## src/rtl/v6_filter_ctrl_pkg.sv

```systemverilog
// Shared constants and types for the v6 trapezoidal shaping filter and its controller.
// Holds the default coefficient set that the filter powers up with and the
// controller state encoding. Nothing here produces hardware on its own.
package v6_filter_ctrl_pkg;

    // Port widths of the v6 filter instance.
    localparam int K_W_6 = 6;
    localparam int M_W_6 = 8;

    // Sample-history depth of the filter; a legal l satisfies l+1 < SAVE_DEPTH_6.
    localparam int saveDataSize = 31;
    localparam int SAVE_DEPTH_6 = saveDataSize + 1;

    // Filter pipeline latency (input to output register), in clk cycles.
    localparam int PIPE_LAT_6 = 8;

    // Cycles the filter is held in reset on each reconfiguration.
    localparam int FLUSH_CYC_6 = 2;

    // Default coefficient set, active after reset until something else is loaded.
    localparam logic [K_W_6-1:0] k_6  = 6'd6;
    localparam logic [K_W_6-1:0] l_6  = 6'd16;
    localparam logic [M_W_6-1:0] m1_6 = 8'd64;
    localparam logic [M_W_6-1:0] m2_6 = 8'd32;

    typedef enum logic [2:0] {
        IDLE   = 3'd0,
        LOAD   = 3'd1,
        FLUSH  = 3'd2,
        WARMUP = 3'd3,
        RUN    = 3'd4
    } v6_ctrl_state_t;

endpackage

```

## src/rtl/v6_filter_ctrl_if.sv

```systemverilog
// Coefficient-set channel between the slow-control register block (master)
// and the v6 filter controller (slave).
//   cfg_valid        master -> slave  a coefficient set is offered
//   cfg_k/l/m1/m2    master -> slave  the offered set, stable while cfg_valid=1
//   cfg_ready        slave  -> master controller can take a set this cycle
//   cfg_err          slave  -> master one-cycle pulse: the last accepted set was rejected
//
// Handshake: a set transfers on a rising clk edge where cfg_valid && cfg_ready.
// The master holds cfg_valid and the data stable until that edge; the slave may
// change cfg_ready at any time and the master must not wait on cfg_ready before
// raising cfg_valid. Exactly one set transfers per cycle with both high.
interface v6_filter_ctrl_if #(
    parameter int K_W = 6,
    parameter int M_W = 8
);
    logic           cfg_valid;
    logic           cfg_ready;
    logic [K_W-1:0] cfg_k;
    logic [K_W-1:0] cfg_l;
    logic [M_W-1:0] cfg_m1;
    logic [M_W-1:0] cfg_m2;
    logic           cfg_err;

    modport master (
        output cfg_valid, cfg_k, cfg_l, cfg_m1, cfg_m2,
        input  cfg_ready, cfg_err
    );

    modport slave (
        input  cfg_valid, cfg_k, cfg_l, cfg_m1, cfg_m2,
        output cfg_ready, cfg_err
    );

endinterface

```

## src/rtl/v6_filter_ctrl_warmup_counter.sv

```systemverilog
// Warm-up down-counter for shaping-filter sequencers.
// A load strobe arms the counter with load_val_i; it then counts down once per
// cycle and raises done_o for exactly one cycle while the count sits at zero,
// i.e. load_val_i+1 cycles after the load edge. A new load restarts it.
// Ports:
//   clk, reset     clock, asynchronous active-low reset
//   load_i         load strobe
//   load_val_i     value loaded on load_i
//   done_o         one-cycle pulse when the armed count reaches zero
module v6_warmup_counter #(
    parameter int CNT_W = 11
) (
    input  logic             clk,
    input  logic             reset,
    input  logic             load_i,
    input  logic [CNT_W-1:0] load_val_i,
    output logic             done_o
);

    logic [CNT_W-1:0] cnt_q, cnt_d;
    logic             armed_q, armed_d;

    always_comb begin
        cnt_d   = cnt_q;
        armed_d = armed_q;
        if (load_i) begin
            cnt_d   = load_val_i;
            armed_d = 1'b1;
        end else if (armed_q) begin
            if (cnt_q == '0) begin
                armed_d = 1'b0;
            end else begin
                cnt_d = cnt_q - CNT_W'(1);
            end
        end
    end

    always_ff @(posedge clk or negedge reset) begin
        if (!reset) begin
            cnt_q   <= '0;
            armed_q <= 1'b0;
        end else begin
            cnt_q   <= cnt_d;
            armed_q <= armed_d;
        end
    end

    assign done_o = armed_q && (cnt_q == '0);

endmodule

```

## src/rtl/v6_filter_ctrl.sv

```systemverilog
// Sequencer/configurator for the v6 trapezoidal shaping filter.
// Accepts coefficient sets over the cfg channel, range-checks them, holds the
// filter in reset while coefficients change and times the warm-up so out_valid
// rises only once the shaper output has settled.
// Ports:
//   clk, reset     clock, asynchronous active-low reset
//   run_en         1 = filter may run, 0 = hold filter in reset (config retained)
//   cfg            coefficient-set channel (slave side)
//   filt_reset     active-low reset to the filter instance
//   filt_k/l/m1/m2 active coefficients to the filter
//   out_valid      filter output settled and valid
//   busy           controller is in LOAD, FLUSH or WARMUP
//   state_o        current controller state (debug)
module v6_filter_ctrl
    import v6_filter_ctrl_pkg::*;
#(
    parameter int K_W        = K_W_6,
    parameter int M_W        = M_W_6,
    parameter int SAVE_DEPTH = SAVE_DEPTH_6,
    parameter int PIPE_LAT   = PIPE_LAT_6,
    parameter int FLUSH_CYC  = FLUSH_CYC_6
) (
    input  logic           clk,
    input  logic           reset,
    input  logic           run_en,
    v6_filter_ctrl_if.slave cfg,
    output logic           filt_reset,
    output logic [K_W-1:0] filt_k,
    output logic [K_W-1:0] filt_l,
    output logic [M_W-1:0] filt_m1,
    output logic [M_W-1:0] filt_m2,
    output logic           out_valid,
    output logic           busy,
    output v6_ctrl_state_t state_o
);

    // Worst case k+l+PIPE_LAT for K_W-bit k and l fits with a bit to spare.
    localparam int CNT_W = K_W + 1 + $clog2(PIPE_LAT) + 1;
    localparam int FC_W  = (FLUSH_CYC > 1) ? $clog2(FLUSH_CYC) : 1;

    v6_ctrl_state_t state_q, state_d;
    logic [FC_W-1:0] flush_cnt_q, flush_cnt_d;
    logic            src_run_q, src_run_d;      // LOAD was entered from RUN
    logic            cfg_loaded_q, cfg_loaded_d;

    // Staging bank: the set captured on accept, checked during LOAD.
    logic [K_W-1:0] stage_k_q, stage_k_d, stage_l_q, stage_l_d;
    logic [M_W-1:0] stage_m1_q, stage_m1_d, stage_m2_q, stage_m2_d;
    // Pending bank: last legal set, waiting for the next FLUSH.
    logic [K_W-1:0] pend_k_q, pend_k_d, pend_l_q, pend_l_d;
    logic [M_W-1:0] pend_m1_q, pend_m1_d, pend_m2_q, pend_m2_d;
    // Active bank: what the filter currently sees.
    logic [K_W-1:0] act_k_q, act_k_d, act_l_q, act_l_d;
    logic [M_W-1:0] act_m1_q, act_m1_d, act_m2_q, act_m2_d;

    logic filt_reset_q, filt_reset_d;
    logic out_valid_q, out_valid_d;
    logic busy_q, busy_d;
    logic rdy_q, rdy_d;
    logic err_q, err_d;

    logic             cfg_ready_int;
    logic             accept;
    logic             legal;
    logic             have_cfg;
    logic             warm_load;
    logic             warm_done;
    logic [CNT_W-1:0] warm_val;

    // run_en has priority over an accept in RUN, so ready is gated combinationally.
    assign cfg_ready_int = rdy_q && !((state_q == RUN) && !run_en);
    assign accept        = cfg.cfg_valid && cfg_ready_int;

    assign legal = (stage_k_q != '0)
                && (stage_l_q >= stage_k_q)
                && ((32'(stage_l_q) + 32'd1) < 32'(SAVE_DEPTH))
                && (stage_m1_q != '0);

    // The default set counts as loaded from reset onward.
    assign have_cfg = cfg_loaded_q || 1'b1;

    // Loaded on the FLUSH->WARMUP edge, by which point the active bank is final.
    assign warm_val = CNT_W'(act_k_q) + CNT_W'(act_l_q) + CNT_W'(PIPE_LAT);

    v6_warmup_counter #(
        .CNT_W (CNT_W)
    ) u_warmup (
        .clk        (clk),
        .reset      (reset),
        .load_i     (warm_load),
        .load_val_i (warm_val),
        .done_o     (warm_done)
    );

    // Next-state logic.
    always_comb begin
        state_d      = state_q;
        flush_cnt_d  = flush_cnt_q;
        src_run_d    = src_run_q;
        cfg_loaded_d = cfg_loaded_q;
        stage_k_d    = stage_k_q;
        stage_l_d    = stage_l_q;
        stage_m1_d   = stage_m1_q;
        stage_m2_d   = stage_m2_q;
        pend_k_d     = pend_k_q;
        pend_l_d     = pend_l_q;
        pend_m1_d    = pend_m1_q;
        pend_m2_d    = pend_m2_q;
        err_d        = 1'b0;
        warm_load    = 1'b0;

        case (state_q)
            IDLE: begin
                if (accept) begin
                    state_d    = LOAD;
                    src_run_d  = 1'b0;
                    stage_k_d  = cfg.cfg_k;
                    stage_l_d  = cfg.cfg_l;
                    stage_m1_d = cfg.cfg_m1;
                    stage_m2_d = cfg.cfg_m2;
                end else if (run_en && have_cfg) begin
                    state_d     = FLUSH;
                    flush_cnt_d = '0;
                end
            end
            LOAD: begin
                if (legal) begin
                    pend_k_d     = stage_k_q;
                    pend_l_d     = stage_l_q;
                    pend_m1_d    = stage_m1_q;
                    pend_m2_d    = stage_m2_q;
                    cfg_loaded_d = 1'b1;
                    if (run_en) begin
                        state_d     = FLUSH;
                        flush_cnt_d = '0;
                    end else begin
                        state_d = IDLE;
                    end
                end else begin
                    err_d   = 1'b1;
                    state_d = src_run_q ? RUN : IDLE;
                end
            end
            FLUSH: begin
                if (!run_en) begin
                    state_d = IDLE;
                end else if (flush_cnt_q == FC_W'(FLUSH_CYC - 1)) begin
                    state_d   = WARMUP;
                    warm_load = 1'b1;
                end else begin
                    flush_cnt_d = flush_cnt_q + FC_W'(1);
                end
            end
            WARMUP: begin
                if (!run_en) begin
                    state_d = IDLE;
                end else if (warm_done) begin
                    state_d = RUN;
                end
            end
            RUN: begin
                if (!run_en) begin
                    state_d = IDLE;
                end else if (accept) begin
                    state_d    = LOAD;
                    src_run_d  = 1'b1;
                    stage_k_d  = cfg.cfg_k;
                    stage_l_d  = cfg.cfg_l;
                    stage_m1_d = cfg.cfg_m1;
                    stage_m2_d = cfg.cfg_m2;
                end
            end
            default: state_d = IDLE;
        endcase
    end

    // Registered outputs, derived from the state being entered.
    always_comb begin
        act_k_d      = act_k_q;
        act_l_d      = act_l_q;
        act_m1_d     = act_m1_q;
        act_m2_d     = act_m2_q;
        filt_reset_d = 1'b0;
        out_valid_d  = 1'b0;
        busy_d       = 1'b0;
        rdy_d        = 1'b0;

        // Active coefficients change only on the edge that enters FLUSH, the
        // same edge that pulls filt_reset low.
        if ((state_d == FLUSH) && (state_q != FLUSH)) begin
            act_k_d  = pend_k_d;
            act_l_d  = pend_l_d;
            act_m1_d = pend_m1_d;
            act_m2_d = pend_m2_d;
        end

        case (state_d)
            IDLE: begin
                rdy_d = 1'b1;
            end
            LOAD: begin
                // A check started from RUN must not disturb the running filter.
                filt_reset_d = filt_reset_q;
                out_valid_d  = out_valid_q;
                busy_d       = 1'b1;
            end
            FLUSH: begin
                busy_d = 1'b1;
            end
            WARMUP: begin
                filt_reset_d = 1'b1;
                busy_d       = 1'b1;
            end
            RUN: begin
                filt_reset_d = 1'b1;
                out_valid_d  = 1'b1;
                rdy_d        = 1'b1;
            end
            default: ;
        endcase
    end

    always_ff @(posedge clk or negedge reset) begin
        if (!reset) begin
            state_q      <= IDLE;
            flush_cnt_q  <= '0;
            src_run_q    <= 1'b0;
            cfg_loaded_q <= 1'b0;
            stage_k_q    <= '0;
            stage_l_q    <= '0;
            stage_m1_q   <= '0;
            stage_m2_q   <= '0;
            pend_k_q     <= K_W'(k_6);
            pend_l_q     <= K_W'(l_6);
            pend_m1_q    <= M_W'(m1_6);
            pend_m2_q    <= M_W'(m2_6);
            act_k_q      <= K_W'(k_6);
            act_l_q      <= K_W'(l_6);
            act_m1_q     <= M_W'(m1_6);
            act_m2_q     <= M_W'(m2_6);
            filt_reset_q <= 1'b0;
            out_valid_q  <= 1'b0;
            busy_q       <= 1'b0;
            rdy_q        <= 1'b1;
            err_q        <= 1'b0;
        end else begin
            state_q      <= state_d;
            flush_cnt_q  <= flush_cnt_d;
            src_run_q    <= src_run_d;
            cfg_loaded_q <= cfg_loaded_d;
            stage_k_q    <= stage_k_d;
            stage_l_q    <= stage_l_d;
            stage_m1_q   <= stage_m1_d;
            stage_m2_q   <= stage_m2_d;
            pend_k_q     <= pend_k_d;
            pend_l_q     <= pend_l_d;
            pend_m1_q    <= pend_m1_d;
            pend_m2_q    <= pend_m2_d;
            act_k_q      <= act_k_d;
            act_l_q      <= act_l_d;
            act_m1_q     <= act_m1_d;
            act_m2_q     <= act_m2_d;
            filt_reset_q <= filt_reset_d;
            out_valid_q  <= out_valid_d;
            busy_q       <= busy_d;
            rdy_q        <= rdy_d;
            err_q        <= err_d;
        end
    end

    assign cfg.cfg_ready = cfg_ready_int;
    assign cfg.cfg_err   = err_q;
    assign filt_reset    = filt_reset_q;
    assign filt_k        = act_k_q;
    assign filt_l        = act_l_q;
    assign filt_m1       = act_m1_q;
    assign filt_m2       = act_m2_q;
    assign out_valid     = out_valid_q;
    assign busy          = busy_q;
    assign state_o       = state_q;

endmodule

```

## src/flat_wrapper.sv

```systemverilog
// flat-port wrapper written by rule: the top's interface ports become plain ports
module v6_filter_ctrl_flat import v6_filter_ctrl_pkg::*;
#(
    parameter int K_W        = K_W_6,
    parameter int M_W        = M_W_6,
    parameter int SAVE_DEPTH = SAVE_DEPTH_6,
    parameter int PIPE_LAT   = PIPE_LAT_6,
    parameter int FLUSH_CYC  = FLUSH_CYC_6
)
  (clk, reset, run_en, filt_reset, filt_k, filt_l, filt_m1, filt_m2, out_valid, busy, state_o, cfg_cfg_valid, cfg_cfg_k, cfg_cfg_l, cfg_cfg_m1, cfg_cfg_m2, cfg_cfg_ready, cfg_cfg_err);
  v6_filter_ctrl_if #(.K_W(K_W), .M_W(M_W)) cfg_i ();
  input  logic clk;
  input  logic reset;
  input  logic run_en;
  output logic filt_reset;
  output logic [K_W-1:0] filt_k;
  output logic [K_W-1:0] filt_l;
  output logic [M_W-1:0] filt_m1;
  output logic [M_W-1:0] filt_m2;
  output logic out_valid;
  output logic busy;
  output v6_ctrl_state_t state_o;
  input wire logic [$bits(cfg_i.cfg_valid)-1:0] cfg_cfg_valid;
  input wire logic [$bits(cfg_i.cfg_k)-1:0] cfg_cfg_k;
  input wire logic [$bits(cfg_i.cfg_l)-1:0] cfg_cfg_l;
  input wire logic [$bits(cfg_i.cfg_m1)-1:0] cfg_cfg_m1;
  input wire logic [$bits(cfg_i.cfg_m2)-1:0] cfg_cfg_m2;
  output wire logic [$bits(cfg_i.cfg_ready)-1:0] cfg_cfg_ready;
  output wire logic [$bits(cfg_i.cfg_err)-1:0] cfg_cfg_err;
  assign cfg_i.cfg_valid = cfg_cfg_valid;
  assign cfg_i.cfg_k = cfg_cfg_k;
  assign cfg_i.cfg_l = cfg_cfg_l;
  assign cfg_i.cfg_m1 = cfg_cfg_m1;
  assign cfg_i.cfg_m2 = cfg_cfg_m2;
  assign cfg_cfg_ready = cfg_i.cfg_ready;
  assign cfg_cfg_err = cfg_i.cfg_err;
  v6_filter_ctrl #(.K_W(K_W), .M_W(M_W), .SAVE_DEPTH(SAVE_DEPTH), .PIPE_LAT(PIPE_LAT), .FLUSH_CYC(FLUSH_CYC)) u_core (.clk(clk), .reset(reset), .run_en(run_en), .cfg(cfg_i), .filt_reset(filt_reset), .filt_k(filt_k), .filt_l(filt_l), .filt_m1(filt_m1), .filt_m2(filt_m2), .out_valid(out_valid), .busy(busy), .state_o(state_o));
endmodule
```

## config.mk

```make
export PLATFORM = sky130hd
export DESIGN_NAME = v6_filter_ctrl_flat
export DESIGN_NICKNAME = d
export VERILOG_FILES = /design/src/rtl/v6_filter_ctrl_pkg.sv /design/src/rtl/v6_filter_ctrl_if.sv /design/src/rtl/v6_filter_ctrl_warmup_counter.sv /design/src/rtl/v6_filter_ctrl.sv /design/src/flat_wrapper.sv
export SDC_FILE = /design/constraint.sdc
export NUM_CORES = 1
export LEC_CHECK = 0
export ABC_AREA = 1
export BUFFER_PORTS_ARGS = -buffer_cell sky130_fd_sc_hd__buf_4
export CAP_MARGIN = 30
export CORE_MARGIN = 5
export CORE_UTILIZATION = 62
export CTS_CLUSTER_SIZE = 8
export DETAILED_ROUTE_END_ITERATION = 16
export GPL_TIMING_DRIVEN = 0
export PLACE_DENSITY = 0.87
export SLEW_MARGIN = 20
export SYNTH_ARGS = -nofsm -noshare
export SYNTH_HDL_FRONTEND = slang
export SYNTH_HIERARCHICAL = 1
export SYNTH_SLANG_ARGS = --single-unit
```

## constraint.sdc

```tcl
create_clock -name clk -period 4.64 [get_ports clk]
set_input_delay 0 -clock clk [delete_from_list [all_inputs] [get_ports clk]]
set_output_delay 0 -clock clk [all_outputs]
set_load 0.05 [all_outputs]
```

After elaboration in Yosys (flattened, before gate mapping)
Index checks and enable logic that the tools add are counted.

cells by class
  add/subtract/negate cells = 5
  magnitude comparators = 2
  eq/ne operators = 16
  muxes and demuxes = 57
  reductions and logical operators = 25

operators by type and width
  kind                   count
  $mux 8                 8
  $mux 6                 8
  $mux 11                3
  $lt 32x6->1 const B    1
  $pmux 8 s2             2
  $mux 3                 10
  $pmux 6 s2             2
  $mux 1                 18
  $pmux 3 s5             1
  $eq 3x2->1 const B     4
  $add 11x4->11 const B  1
  $logic_not 11->1       1
  $sub 11x1->11 const B  1
  $logic_and 1x1->1      8
  $ne 2x2->1 const B     4
  $reduce_and 4->1       2
  $reduce_bool 8->1      1
  $add 6x1->7 const B    1
  $add 6x6->7            1
  $eq 3x1->1 const B     2
  $eq 3x3->1 const B     2
  $ge 6x6->1             1
  $logic_not 3->1        2
  $ne 2x1->1 const B     3
  other kinds (12)       18

storage, ports and cells
  register bits after elaboration = 106
  bits of input ports = 32
  output and inout bits = 36

Longest topological paths before layout
Gate-level depths: netlist of the first run.

  word-level depth = 11
  depth in mapped cells = 13
  mapped depth without buffers = 13

Modules after synthesis
Netlist of the first run, hierarchy kept.

by module, submodules not included
  module             instances  cells each  area an instance (um2)
  v6_filter_ctrl     1          498         4299.1
  v6_warmup_counter  1          129         872.1

Worst setup path after synthesis of the first run
OpenSTA, ideal clock, no wires.

  path type = reg2reg
  start = reg u_core.act_k_q[3], in the netlist u_core/filt_k[3]
  end = reg u_core.u_warmup.cnt_q[6]
  setup time = 0.117 ns
  arrival time = 2.295 ns
  data required time = 4.523 ns
  setup slack = 2.228 ns
  cell stages (with the launch flop) = 14
  buffers on the path = 0
  period minus slack after synthesis = 2.412 ns
  path through = dfrtp_1 > inv_1 > ha_1 > inv_1 > ha_1 > a21oi_1 > nand2_1 > a21oi_1 > nor2_1 > nor2_1 > xnor2_1 > or2_2 > nand3_2 > nand2_1

between the ends
  cells in the longest elaborated chain, start to end = 3

ends and longest elaborated chain
  what                          RTL line                             text
  from (decl)                   v6_filter_ctrl.sv:53                 logic [K_W-1:0] act_k_q, act_k_d, act_l_q, act_l_d;
  from (signal assigned)        v6_filter_ctrl.sv:237                act_k_q <= K_W'(k_6);
  from (signal assigned)        v6_filter_ctrl.sv:259                act_k_q <= act_k_d;
  $add 6x6->7                   v6_filter_ctrl.sv:83                 assign warm_val = CNT_W'(act_k_q) + CNT_W'(act_l_q) + CNT_W'(PIPE_LAT);
  $add 11x4->11                 v6_filter_ctrl.sv:83
  named net u_core.warm_val[6]  v6_filter_ctrl.sv:68                 logic [CNT_W-1:0] warm_val;
  $mux 11                       v6_filter_ctrl_warmup_counter.sv:26  if (load_i) begin
  to (signal assigned)          v6_filter_ctrl_warmup_counter.sv:43  cnt_q <= cnt_d;
  to (decl)                     v6_filter_ctrl_warmup_counter.sv:20  logic [CNT_W-1:0] cnt_q, cnt_d;

The timed path passes the listed nets, and every way through them passes these cells.
A chain may end at the register's enable or synchronous reset.

Final worst setup path of the first run
  start = reg u_core.u_warmup.cnt_q[0]
  end = reg u_core.busy_q, in the netlist u_core/busy

between the ends
  cells in the longest elaborated chain, start to end = 8

ends and longest elaborated chain
  what                                      RTL line                             text
  $logic_not 11->1 *                        v6_filter_ctrl_warmup_counter.sv:48  assign done_o = armed_q && (cnt_q == '0);
  $logic_and 1x1->1 *                       v6_filter_ctrl_warmup_counter.sv:48
  named net u_core.warm_done                v6_filter_ctrl.sv:67                 logic warm_done;
  $mux 3 *                                  v6_filter_ctrl.sv:157                end else if (warm_done) begin
  $mux 3 *                                  v6_filter_ctrl.sv:155                if (!run_en) begin
  $pmux 3 s5 *                              v6_filter_ctrl.sv:112                case (state_q)
  named net u_core.state_d[1]               v6_filter_ctrl.sv:41                 v6_ctrl_state_t state_q, state_d;
  $eq 3x1->1 or $eq 3x2->1 (tied branches)  v6_filter_ctrl.sv:197                case (state_d)
  $reduce_or 3->1 (no source line) *        n/a
  $mux 1 *                                  v6_filter_ctrl.sv:197
  named net u_core.busy_d                   v6_filter_ctrl.sv:58                 logic busy_q, busy_d;
  to (signal assigned)                      v6_filter_ctrl.sv:265                busy_q <= busy_d;
  to (decl)                                 v6_filter_ctrl.sv:58

The timed path passes the listed nets; every way through them passes the cells marked *.

==> run metrics, run 1 <==
crit-path max cell delay=0.41 ns; root buf cell=clkbuf_8; class of the tightest hold or removal check=in -> async; Diodes inserted=0; xor/xnor share of the synthesized area=0.677%; clock-pin slew on the worst setup and hold paths=0.11 ns; Final Skew=0.0182 ns; total of flip-flops plus latches after synthesis=106; setup repair after global routing missed its margin=no; chip height=101 um; Async S/R FF share, synth=100%; multiplexer area fraction after synthesis=0%; leading area contributor after synthesis=dfrtp_1; Syn Std Cell Area=0.00517 sq mm; worst hold slack=0.00707 ns; clock insertion delay at the later pin of the skew report=0.38 ns; cell class contributing the biggest share of worst-path delay=simple AND/OR/NAND/NOR gates; CP max-delay cell=dfrtp_1; grt met1 use=34.8%; CP Data Arrival Time=2.67 ns; type of the worst setup path=reg -> reg; Critical path buffers and inverters=3; Floorplan Core Area=0.00818 sq mm; Max Freq=417 MHz; Hold Vio Cnt, Final=0; global routing's busiest layer=met2; Routed WL per cell=15.2 um; placed instance count=801; Post-CTS Setup Bufs=0; Register-to-Register Setup Slack=2.24 ns; post-route fraction of the period consumed by the critical path=51.7%; synthesis-to-finish area growth=22.7%; worst flop-to-flop path endpoint=u_core/busy; fraction of layout instances using a drive strength above 1=19.5%; # clock sinks=106; fin cells=849; number of global-route vias before repair=4691; nets@finish=790; static leakage power=3.48 nW; cell types with the largest area share after synthesis=dfrtp_1 46%, nand2_1 20%, dfstp_2 5.6%; routed wire length=12900 um; RR Startpoint=u_core/u_warmup/cnt_q[0]; Ports=68; vias after detailed routing=4662; PostCTS Resize Cnt=0; Synth warnings=6; DR iter-0 viols=224; total of max-cap violations=0; Post-Synth Simple-Gate Area=32.5%; Hold-fix buffers, CTS=31; Initial Utilization=63.3%; CTS max path bufs=2; share of synthesized area occupied by flip-flops and latches=51.6%; setup tns final=0 ns; number of DRC violations after detailed routing=0; Critical Path Source Type=flop; top cell type's share of synthesized area=46.0%; peak ir drop on the vdd network=0.000374 V; detailed-router iteration count before antenna repair=5; leftover overflow at the end of global routing=0; Avg Inst Size Synth=8.25 sq um; required time at the endpoint of the critical path=4.91 ns; Antenna Violating Nets Remaining=0; number of core rows=33; initial antenna violation count=0; Die ar.=0.0103 sq mm; number of synthesized flops with an enable pin=0; post-synthesis compound-gate area fraction=3.82%; number of vias per cell after detailed routing=5.49; actual transition at the worst max-transition pin=0.522 ns; Max-Slew Margin vs Limit=65.2%; main combinational cell family by area after synthesis=simple AND/OR/NAND/NOR gates; predominant post-synthesis flop cell=dfrtp_1; Final GP Congestion=0.898; outcome=finished clean; HPWL Detailed=8650 um; pin count of the biggest net entering global routing=107; width of the die=101 um; sequential cell area=0.00267 sq mm; highest net fanout along the worst path=4; global-route met3 utilization=5.23%; PortBufs=67; commonest non-fill, non-tap cell in the layout=nand2_1; number of H-tree branching levels=3; library cells used by synthesis=36; cells traversed along the worst timing path=inv_1, ha_1, inv_1, nor2_1, nand3_1, nor4_1, nor2_1, nand3_1, nand2_1, a21oi_1, nand2_1, nor2_1, inv_1; first-pass GRT wire length=21800 um; Max Slew Vio Count=0; total clock buffers created by CTS=9; power consumption=0.00438 W; Syn Inst Count=627; Post-Synth Adder-Cell Area=4.74%; clock tree from TritonCTS=yes; worst r2r path cells=13; GR Util All Layers=26.7%; footprint of the multi-input gates=0.00217 sq mm; most used cells in the layout excluding fill and tap cells=269 x nand2_1, 95 x dfrtp_1, 68 x buf_4, 49 x inv_1, 31 x dlygate4sd3_1; minimum clock period after layout=2.40 ns; Filler cells=542; number of endpoints failing setup at the final stage=0; GR met2 Demand/Resource=44.5%; element type at the critical path end=flop; ratio of total power to cell area=691 mW/mm^2
## sequential cells by signal (all words and copies together), names as in the netlist, 3 cells and up
register,flops
u_core/pend_l_q,6
u_core/pend_m2_q,8
u_core/pend_k_q,6
u_core/state_o,3
u_core/filt_m2,8
u_core/filt_l,6
u_core/stage_m2_q,8
u_core/stage_l_q,6
u_core/stage_k_q,6
u_core/pend_m1_q,8
u_core/stage_m1_q,8
u_core/u_warmup/cnt_q,11
u_core/filt_k,6
u_core/filt_m1,8
## cell usage after synthesis (4+ instances only)
master and instances:
a21oi_1 7, buf_2 14, clkbuf_1 4, dfrtp_1 95, dfstp_2 11, ha_1 18, inv_1 49, inv_2 5
nand2_1 269, nand2_2 5, nand3_1 28, nand3_2 5, nand4_1 30, nor2_1 30, o21ai_0 20, or2_2 4
## worst max-delay path by stage
| stage | startpoint | slack [ns] | depth (start not counted) | to |
|---|---|---|---|---|
| floorplan | u_core/filt_k[3] | 2.23 | 13 | u_core/u_warmup/cnt_q[6] |
| global placement | u_core/u_warmup/cnt_q[0] | 2.43 | 13 | u_core/busy |
| detailed placement | u_core/u_warmup/cnt_q[0] | 2.31 | 13 | u_core/busy |
| CTS | u_core/u_warmup/cnt_q[0] | 2.28 | 13 | u_core/busy |
| global route | u_core/u_warmup/cnt_q[0] | 1.91 | 13 | u_core/busy |
| finish | u_core/u_warmup/cnt_q[0] | 2.24 | 13 | u_core/busy |
## cell type report
cell class	instances	share of cell area (%)
Clock buffer	10	2.01
Timing Repair Buffer	99	13.3
Multi-Input combinational cell	445	34.2
Sequential cell	106	42.0
Buffer	24	2.19
Tap cell	105	2.07
Clock inverter	6	0.966
Inverter	54	3.20
## power breakdown
group | total (W) | leakage (nW) | internal (W) | switching [W]
sequential | 0.00160 | 1.33 | 0.00133 | 0.000265
combinational | 0.00224 | 2.06 | 0.000706 | 0.00153
clock | 0.000551 | 0.0917 | 0.000208 | 0.000344
total | 0.00438 | 3.48 | 0.00225 | 0.00214
## stage by stage
stage,setup slack (ns),cell area (sq um),utilization (%)
2_1_floorplan,2.23,5180,-
3_3_place_gp,2.43,5810,71.1
3_5_place_dp,2.31,5820,71.2
4_1_cts,2.28,6320,77.3
5_1_grt,1.91,6340,77.6
6_report,2.24,6340,77.6
## cell families (layout without fill, tap and decap cells)
kind of cell,count (synthesis),in the layout
fa+ha+maj,19,19
compound gates,35,35
buf+inv,78,193
flops,106,106
xor+xnor,4,4
other cells,1,3
simple gates,384,384
## per-layer routing
metal  vias to the layer above  routed length (um)
li1                       2213                   -
met1                      2231                5360
met2                       188                6420
met3                        30                 848
met4                         0                 314
met5                         -                   0
(Power assumes the default switching activity.)
==> inputs of run 2 (changes only) <==
ABC_AREA = 0   (was 1)
CORE_UTILIZATION = 57   (was 62)
PLACE_DENSITY = 0.81   (was 0.87)
clock period = 2.3 ns   (was 4.64 ns; I/O delays follow)
==> run 2 against run 1 <==
Effect of this change: the flow now finishes with violations (setup timing); sequential power up 120%; core utilization up 1.3 points; hold slack better by 0.086 ns; worst setup slack worse by 2.6 ns; sequential share of layout area down 2.7 points; design area up 6.9%; global-route usage down 3.4 points; die area up 3.4%; fmax down 9.6%; combinational power rose to 2.5 times the previous value; register-to-register slack worse by 2.6 ns; largest power group unchanged.
==> run metrics, run 2 <==
sequential cell area=0.00267 sq mm (about the same); Syn Std Cell Area=0.00493 sq mm (-4.6%); worst hold slack=0.0934 ns (+0.0863 ns); Die ar.=0.0106 sq mm (+3.4%); cell types with the largest area share after synthesis=dfrtp_1 48%, mux2_2 13%, dfstp_2 5.9%; Avg Inst Size Synth=13.4 sq um (+62%); post-route fraction of the period consumed by the critical path=115% (+64 points); initial antenna violation count=0 (unchanged); predominant post-synthesis flop cell=dfrtp_1; setup repair after global routing missed its margin=yes; # clock sinks=106 (unchanged); required time at the endpoint of the critical path=2.56 ns (-2.35 ns); Floorplan Core Area=0.00859 sq mm (+5.1%); Max-Slew Margin vs Limit=57.2% (-8.0 points); type of the worst setup path=reg -> reg; PortBufs=67 (unchanged); fin cells=626 (-26%); Routed WL per cell=21.5 um (+41%); violated checks=setup timing; number of core rows=34 (+3.0%); GR Util All Layers=23.3% (-3.4 points); power consumption=0.0103 W (+130%); number of synthesized flops with an enable pin=0 (unchanged); detailed-router iteration count before antenna repair=4 (-1); footprint of the multi-input gates=0.00237 sq mm (+9.3%); HPWL Detailed=6940 um (-20%); commonest non-fill, non-tap cell in the layout=buf_4; minimum setup slack in the final design=-0.354 ns (-2.60 ns); CP Data Arrival Time=2.91 ns (+0.24 ns); Max Slew Vio Count=0 (unchanged); DR iter-0 viols=198 (-12%); vias after detailed routing=3591 (-23%); width of the die=103 um (+1.7%); number of H-tree branching levels=3 (unchanged); dominant cell by count in the synthesized netlist=dfrtp_1; Biggest register=u_core/u_warmup/cnt_q; ratio of total power to cell area=1520 mW/mm^2 (+120%); routed wire length=13400 um (+3.9%); element type at the critical path end=flop; number of flip-flops in the largest register=11 (unchanged); instance area at placement=0.00563 sq mm (-3.2%); Synth warnings=6 (unchanged); number of vias per cell after detailed routing=5.74 (+4.5%); pin count of the biggest net entering global routing=107 (unchanged); total clock buffers created by CTS=9 (unchanged); Initial Utilization=57.4% (-5.9 points); Diodes inserted=0 (unchanged); Final GP Congestion=0.815 (-9.2%); class of the tightest hold or removal check=in -> async; placed instance count=546 (-32%); top cell type's share of synthesized area=48.2% (+2.2 points); number of DRC violations after detailed routing=0 (unchanged); Async S/R FF share, synth=100% (unchanged); number of global-route vias before repair=3751 (-20%); nets@finish=566 (-28%); static leakage power=3.17 nW (-9.0%); Filler cells=470 (-13%); clock tree from TritonCTS=yes; minimum clock period after layout=2.65 ns (+0.256 ns); total of max-cap violations=0 (unchanged); Hold Vio Cnt, Final=0 (unchanged); leading area contributor after synthesis=dfrtp_1; most numerous cell types in the synthesized netlist=95 x dfrtp_1, 59 x mux2_2, 19 x mux2_4, 19 x nand2_1; Ports=68 (unchanged); number of endpoints failing setup at the final stage=57 (+57); clock insertion delay at the later pin of the skew report=0.37 ns (about the same); highest net fanout along the worst path=7 (+3); library cells used by synthesis=60 (+67%); chip height=103 um (+1.7%); root buf cell=clkbuf_8; share of synthesized area occupied by flip-flops and latches=54.1% (+2.5 points); Syn Inst Count=369 (-41%); Final Skew=0.0146 ns (-0.00363 ns); clock-pin slew on the worst setup and hold paths=0.10 ns (about the same); Max Freq=377 MHz (-9.6%); peak ir drop on the vdd network=0.000807 V (+120%); leftover overflow at the end of global routing=0 (unchanged); total of flip-flops plus latches after synthesis=106 (unchanged); synthesis-to-finish area growth=37.5%; fraction of layout instances using a drive strength above 1=49.8% (+30 points); most used cells in the layout excluding fill and tap cells=94 x buf_4, 93 x dfrtp_1, 46 x mux2_4, 39 x mux2_2, 30 x dlygate4sd3_1; outcome=finished, violations left; Antenna Violating Nets Remaining=0 (unchanged); first-pass GRT wire length=18900 um (-13%); actual transition at the worst max-transition pin=0.637 ns (+0.115 ns); post-route cell area=0.00678 sq mm (+6.9%); Critical Path Source Type=flop; CTS max path bufs=2 (unchanged)
==> run 2: layout make-up <==
class,count,area share (%)
plain buffers,12,1.90
clock buffers,11,2.08
clock inverters,3,0.627
inverters,18,0.996
multi-input cells,232,35.0
flip-flops and latches,106,39.3
well taps,108,1.99
repair buffers,136,18.1
==> run 2: power by group <==
group	switching (W)	internal [W]	leakage [nW]
Clock	0.000615	0.000521	0.0913
Sequential	0.000668	0.00279	1.30
Combinational	0.00297	0.00272	1.78
==> run 2: metal layers <==
layer  GRT usage [%]  routed length, um  vias to the layer above
met2            40.1               7050                      112
met1            28.9               5270                     1829
met3            5.28                632                       41
li1                -                  -                     1609
met5               0                  0                        -
met4            8.27                487                        0
==> run 2: logic make-up (layout without fill, tap and decap cells) <==
| family | count (synthesis) | after routing | synth area share (%) |
|---|---|---|---|
| AOI/OAI and AO/OA | 53 | 53 | 7.46 |
| xor gates and xnor gates | 5 | 5 | 0.888 |
| adders and majority gates | 19 | 19 | 4.97 |
| buffers and inverters | 33 | 180 | 3.70 |
| DFF | 106 | 106 | 54.1 |
| muxes | 87 | 87 | 21.3 |
| other | 1 | 3 | 0.0760 |
| and+or+nand+nor | 65 | 65 | 7.58 |
==> run 2: path summary, 6_finish.rpt <==
| check | start | endpoint | slack (ns) | depth (start not counted) |
|---|---|---|---|---|
| max in group asynchronous | reset | u_core/filt_l[4] | 1.50 | 3 |
| worst max register to register | u_core/stage_k_q[1] | u_core/filt_l[2] | -0.35 | 11 |
| worst min register to register | u_core/pend_l_q[3] | u_core/pend_l_q[3] | 0.50 | 1 |
| worst max-delay path | u_core/stage_k_q[1] | u_core/filt_l[2] | -0.35 | 11 |
| min in group clk | cfg_cfg_valid | u_core/src_run_q | 0.22 | 4 |
| worst min-delay path | reset | u_core/busy | 0.09 | 2 |
==> run 2: critical path: stages (launching register included) <==
cell and delay, ns:
dfrtp_1 0.43, inv_2 0.08, ha_4 0.27, o211ai_1 0.11, o21ai_2 0.20, nand4_4 0.15, nor4b_4 0.27, buf_6 0.24
o21a_4 0.19, buf_12 0.14, buf_12 0.13, mux2_4 0.32
==> run 2: repair_timing <==
action	in CTS	in global routing
endpoints found under the hold margin	128	0
setup endpoints to repair	59	70
setup buffers	26	9
gates resized for setup	35	46
pin swaps	16	12
cloned	2	2
hold buffers	30	0
==> run 2: per-stage QoR <==
step / util (%) / setup slack, ns / TNS [ns]
floorplan: - / -0.219 / -3.11
global placement: 65.5 / -0.352 / -8.63
detailed placement: 65.5 / -0.418 / -13.76
CTS: 75.6 / -0.256 / -6.49
global route: 78.9 / -0.412 / -13.79
finish: 78.9 / -0.354 / -10.67
==> inputs of run 3 (changes only) <==
SETUP_SLACK_MARGIN = 0.1   (was unset)
==> run 3 against run 2 <==
Effect of this change: the run still ends with setup timing left; count of clock-buffer cells in the layout is the same; combinational power fell by 7.2%; clock skew down 0.0015 ns; highest routed layer unchanged; worst setup slack improved by 0.083 ns; fmax grew 3.2%; largest cell class unchanged; critical path depth fell by 1; core utilization shrank 0.76 points.
==> run metrics, run 3 (synthesized netlist as in run 2, its figures left out) <==
Antenna Violating Nets Remaining=0 (unchanged); Initial Utilization=57.4% (unchanged); clock tree from TritonCTS=yes; number of endpoints failing setup at the final stage=35 (-39%); Final Skew=0.0131 ns (-0.00146 ns); class of the tightest hold or removal check=in -> async; synthesis-to-finish area growth=36.2%; leftover overflow at the end of global routing=0 (unchanged); Critical Path Source Type=flop; cells traversed along the worst timing path=inv_1, ha_1, nor3b_1, o21ai_1, nand4_2, nor4b_4, buf_6, buf_8, mux2_2, mux2_2; minimum setup slack in the final design=-0.271 ns (+0.0831 ns); pin count of the biggest net entering global routing=107 (unchanged); Diodes inserted=0 (unchanged); Biggest register=u_core/u_warmup/cnt_q; number of global-route vias before repair=3695 (-1.5%); detailed-router iteration count before antenna repair=4 (unchanged); setup repair after global routing missed its margin=yes; most used cells in the layout excluding fill and tap cells=93 x dfrtp_1, 89 x buf_4, 43 x mux2_2, 41 x mux2_4, 30 x dlygate4sd3_1; DR iter-0 viols=143 (-28%); highest net fanout along the worst path=9 (+2); number of H-tree branching levels=3 (unchanged); chip height=103 um (unchanged); vias after detailed routing=3525 (-1.8%); Hold Vio Cnt, Final=0 (unchanged); Max-Slew Margin vs Limit=55.7% (-1.5 points); post-route fraction of the period consumed by the critical path=112% (-3.6 points); required time at the endpoint of the critical path=2.56 ns (about the same); violated checks=setup timing; element type at the critical path end=flop; commonest non-fill, non-tap cell in the layout=dfrtp_1; # clock sinks=106 (unchanged); root buf cell=clkbuf_8; number of core rows=34 (unchanged); CP max-delay cell=dfrtp_1; number of vias per cell after detailed routing=5.65 (-1.5%); first-pass GRT wire length=18500 um (-1.7%); minimum clock period after layout=2.57 ns (-0.0831 ns); type of the worst setup path=reg -> reg; fraction of layout instances using a drive strength above 1=48.1% (-1.7 points); ratio of total power to cell area=1510 mW/mm^2 (about the same); most prevalent standard cell on the critical path=mux2_2; power consumption=0.0102 W (-1.1%); Floorplan Core Area=0.00859 sq mm (unchanged); peak ir drop on the vdd network=0.00109 V (+35%); actual transition at the worst max-transition pin=0.659 ns (+0.0225 ns); routed wire length=12200 um (-9.5%); Routed WL per cell=19.5 um (-9.2%); total clock buffers created by CTS=9 (unchanged); outcome=finished, violations left; static leakage power=3.15 nW (-0.43%); clock insertion delay at the later pin of the skew report=0.37 ns (about the same); CTS max path bufs=2 (unchanged); Post-Place Setup Slack=-0.434 ns (-0.0160 ns); crit-path max cell delay=0.42 ns (about the same); CP Data Arrival Time=2.83 ns (-0.08 ns); PortBufs=67 (unchanged); total of max-cap violations=0 (unchanged); initial antenna violation count=0 (unchanged); GR Util All Layers=22.6% (-0.70 points); width of the die=103 um (unchanged); clock-pin slew on the worst setup and hold paths=0.10 ns (about the same); worst hold slack=0.0223 ns (-0.0711 ns); Die ar.=0.0106 sq mm (unchanged); Max Slew Vio Count=0 (unchanged); nets@finish=562 (-0.71%); number of flip-flops in the largest register=11 (unchanged); Ports=68 (unchanged); HPWL Detailed=7030 um (+1.3%); Max Freq=389 MHz (+3.2%); number of DRC violations after detailed routing=0 (unchanged); Final GP Congestion=0.845 (+3.6%)
## run 3: where the power goes
part / internal (W) / leakage [nW] / switching, W
registers: 0.00279 / 1.30 / 0.000633
logic: 0.00255 / 1.73 / 0.00273
clock network: 0.000837 / 0.128 / 0.000629
total: 0.00618 / 3.15 / 0.00399
## run 3: repair_timing
| item | in CTS | in global routing |
|---|---|---|
| buffers inserted | 22 | 7 |
| gates resized for setup | 31 | 33 |
| hold endpoints to repair | 127 | 0 |
| endpoints found under the setup margin | 62 | 82 |
| pin swaps | 9 | 6 |
| hold buffers | 30 | 0 |
| cloned | 2 | 0 |
## run 3: layout make-up
cell class	instances	area, sq um
clock buffer	11	131
fill	478	1880
tap	108	135
inverter	18	67.6
timing repair buffer	129	1140
multi-input combinational	232	2290
buffer	15	159
sequential	106	2670
clock inverter	5	129
## run 3: final timing paths
path	slack, ns	startpoint	endpoint	cells past startpoint
hold reg to reg	0.49	u_core/pend_k_q[3]	u_core/pend_k_q[3]	1
min in group clk	0.22	cfg_cfg_valid	u_core/src_run_q	4
hold / removal	0.02	reset	u_core/u_warmup/cnt_q[10]	2
max in group asynchronous	1.58	reset	u_core/filt_m2[5]	3
setup reg to reg	-0.27	u_core/stage_l_q[0]	u_core/filt_k[4]	10
setup / recovery	-0.27	u_core/stage_l_q[0]	u_core/filt_k[4]	10
## run 3: per-layer routing
| metal | routed length [um] | vias to the layer above | global-route usage [%] |
|---|---|---|---|
| met5 | 0 | - | 0 |
| met4 | 241 | 0 | 6.67 |
| met3 | 575 | 25 | 5.01 |
| met2 | 6480 | 90 | 38.7 |
| met1 | 4870 | 1810 | 28.9 |
| li1 | - | 1600 | - |
## run 3: per-stage QoR
step / setup TNS, ns / utilization (%) / cells / instance area, sq um
global placement: -8.87 / 65.5 / 546 / 5630
finish: -6.84 / 78.2 / 624 / 6720
CTS: -6.57 / 76.0 / 616 / 6540
global route: -13.43 / 78.2 / 624 / 6720
floorplan: -3.11 / - / 371 / 4990
detailed placement: -13.25 / 65.6 / 546 / 5630
## run 3: critical path, delay by kind of cell (launching register included)
family,cells,cell delay [ns]
buffers and inverters,3,0.44
AND/OR/NAND/NOR,3,0.52
adder cells (fa/ha/maj),1,0.28
flip-flops,1,0.42
AO/OA/AOI/OAI,1,0.17
multiplexers,2,0.62
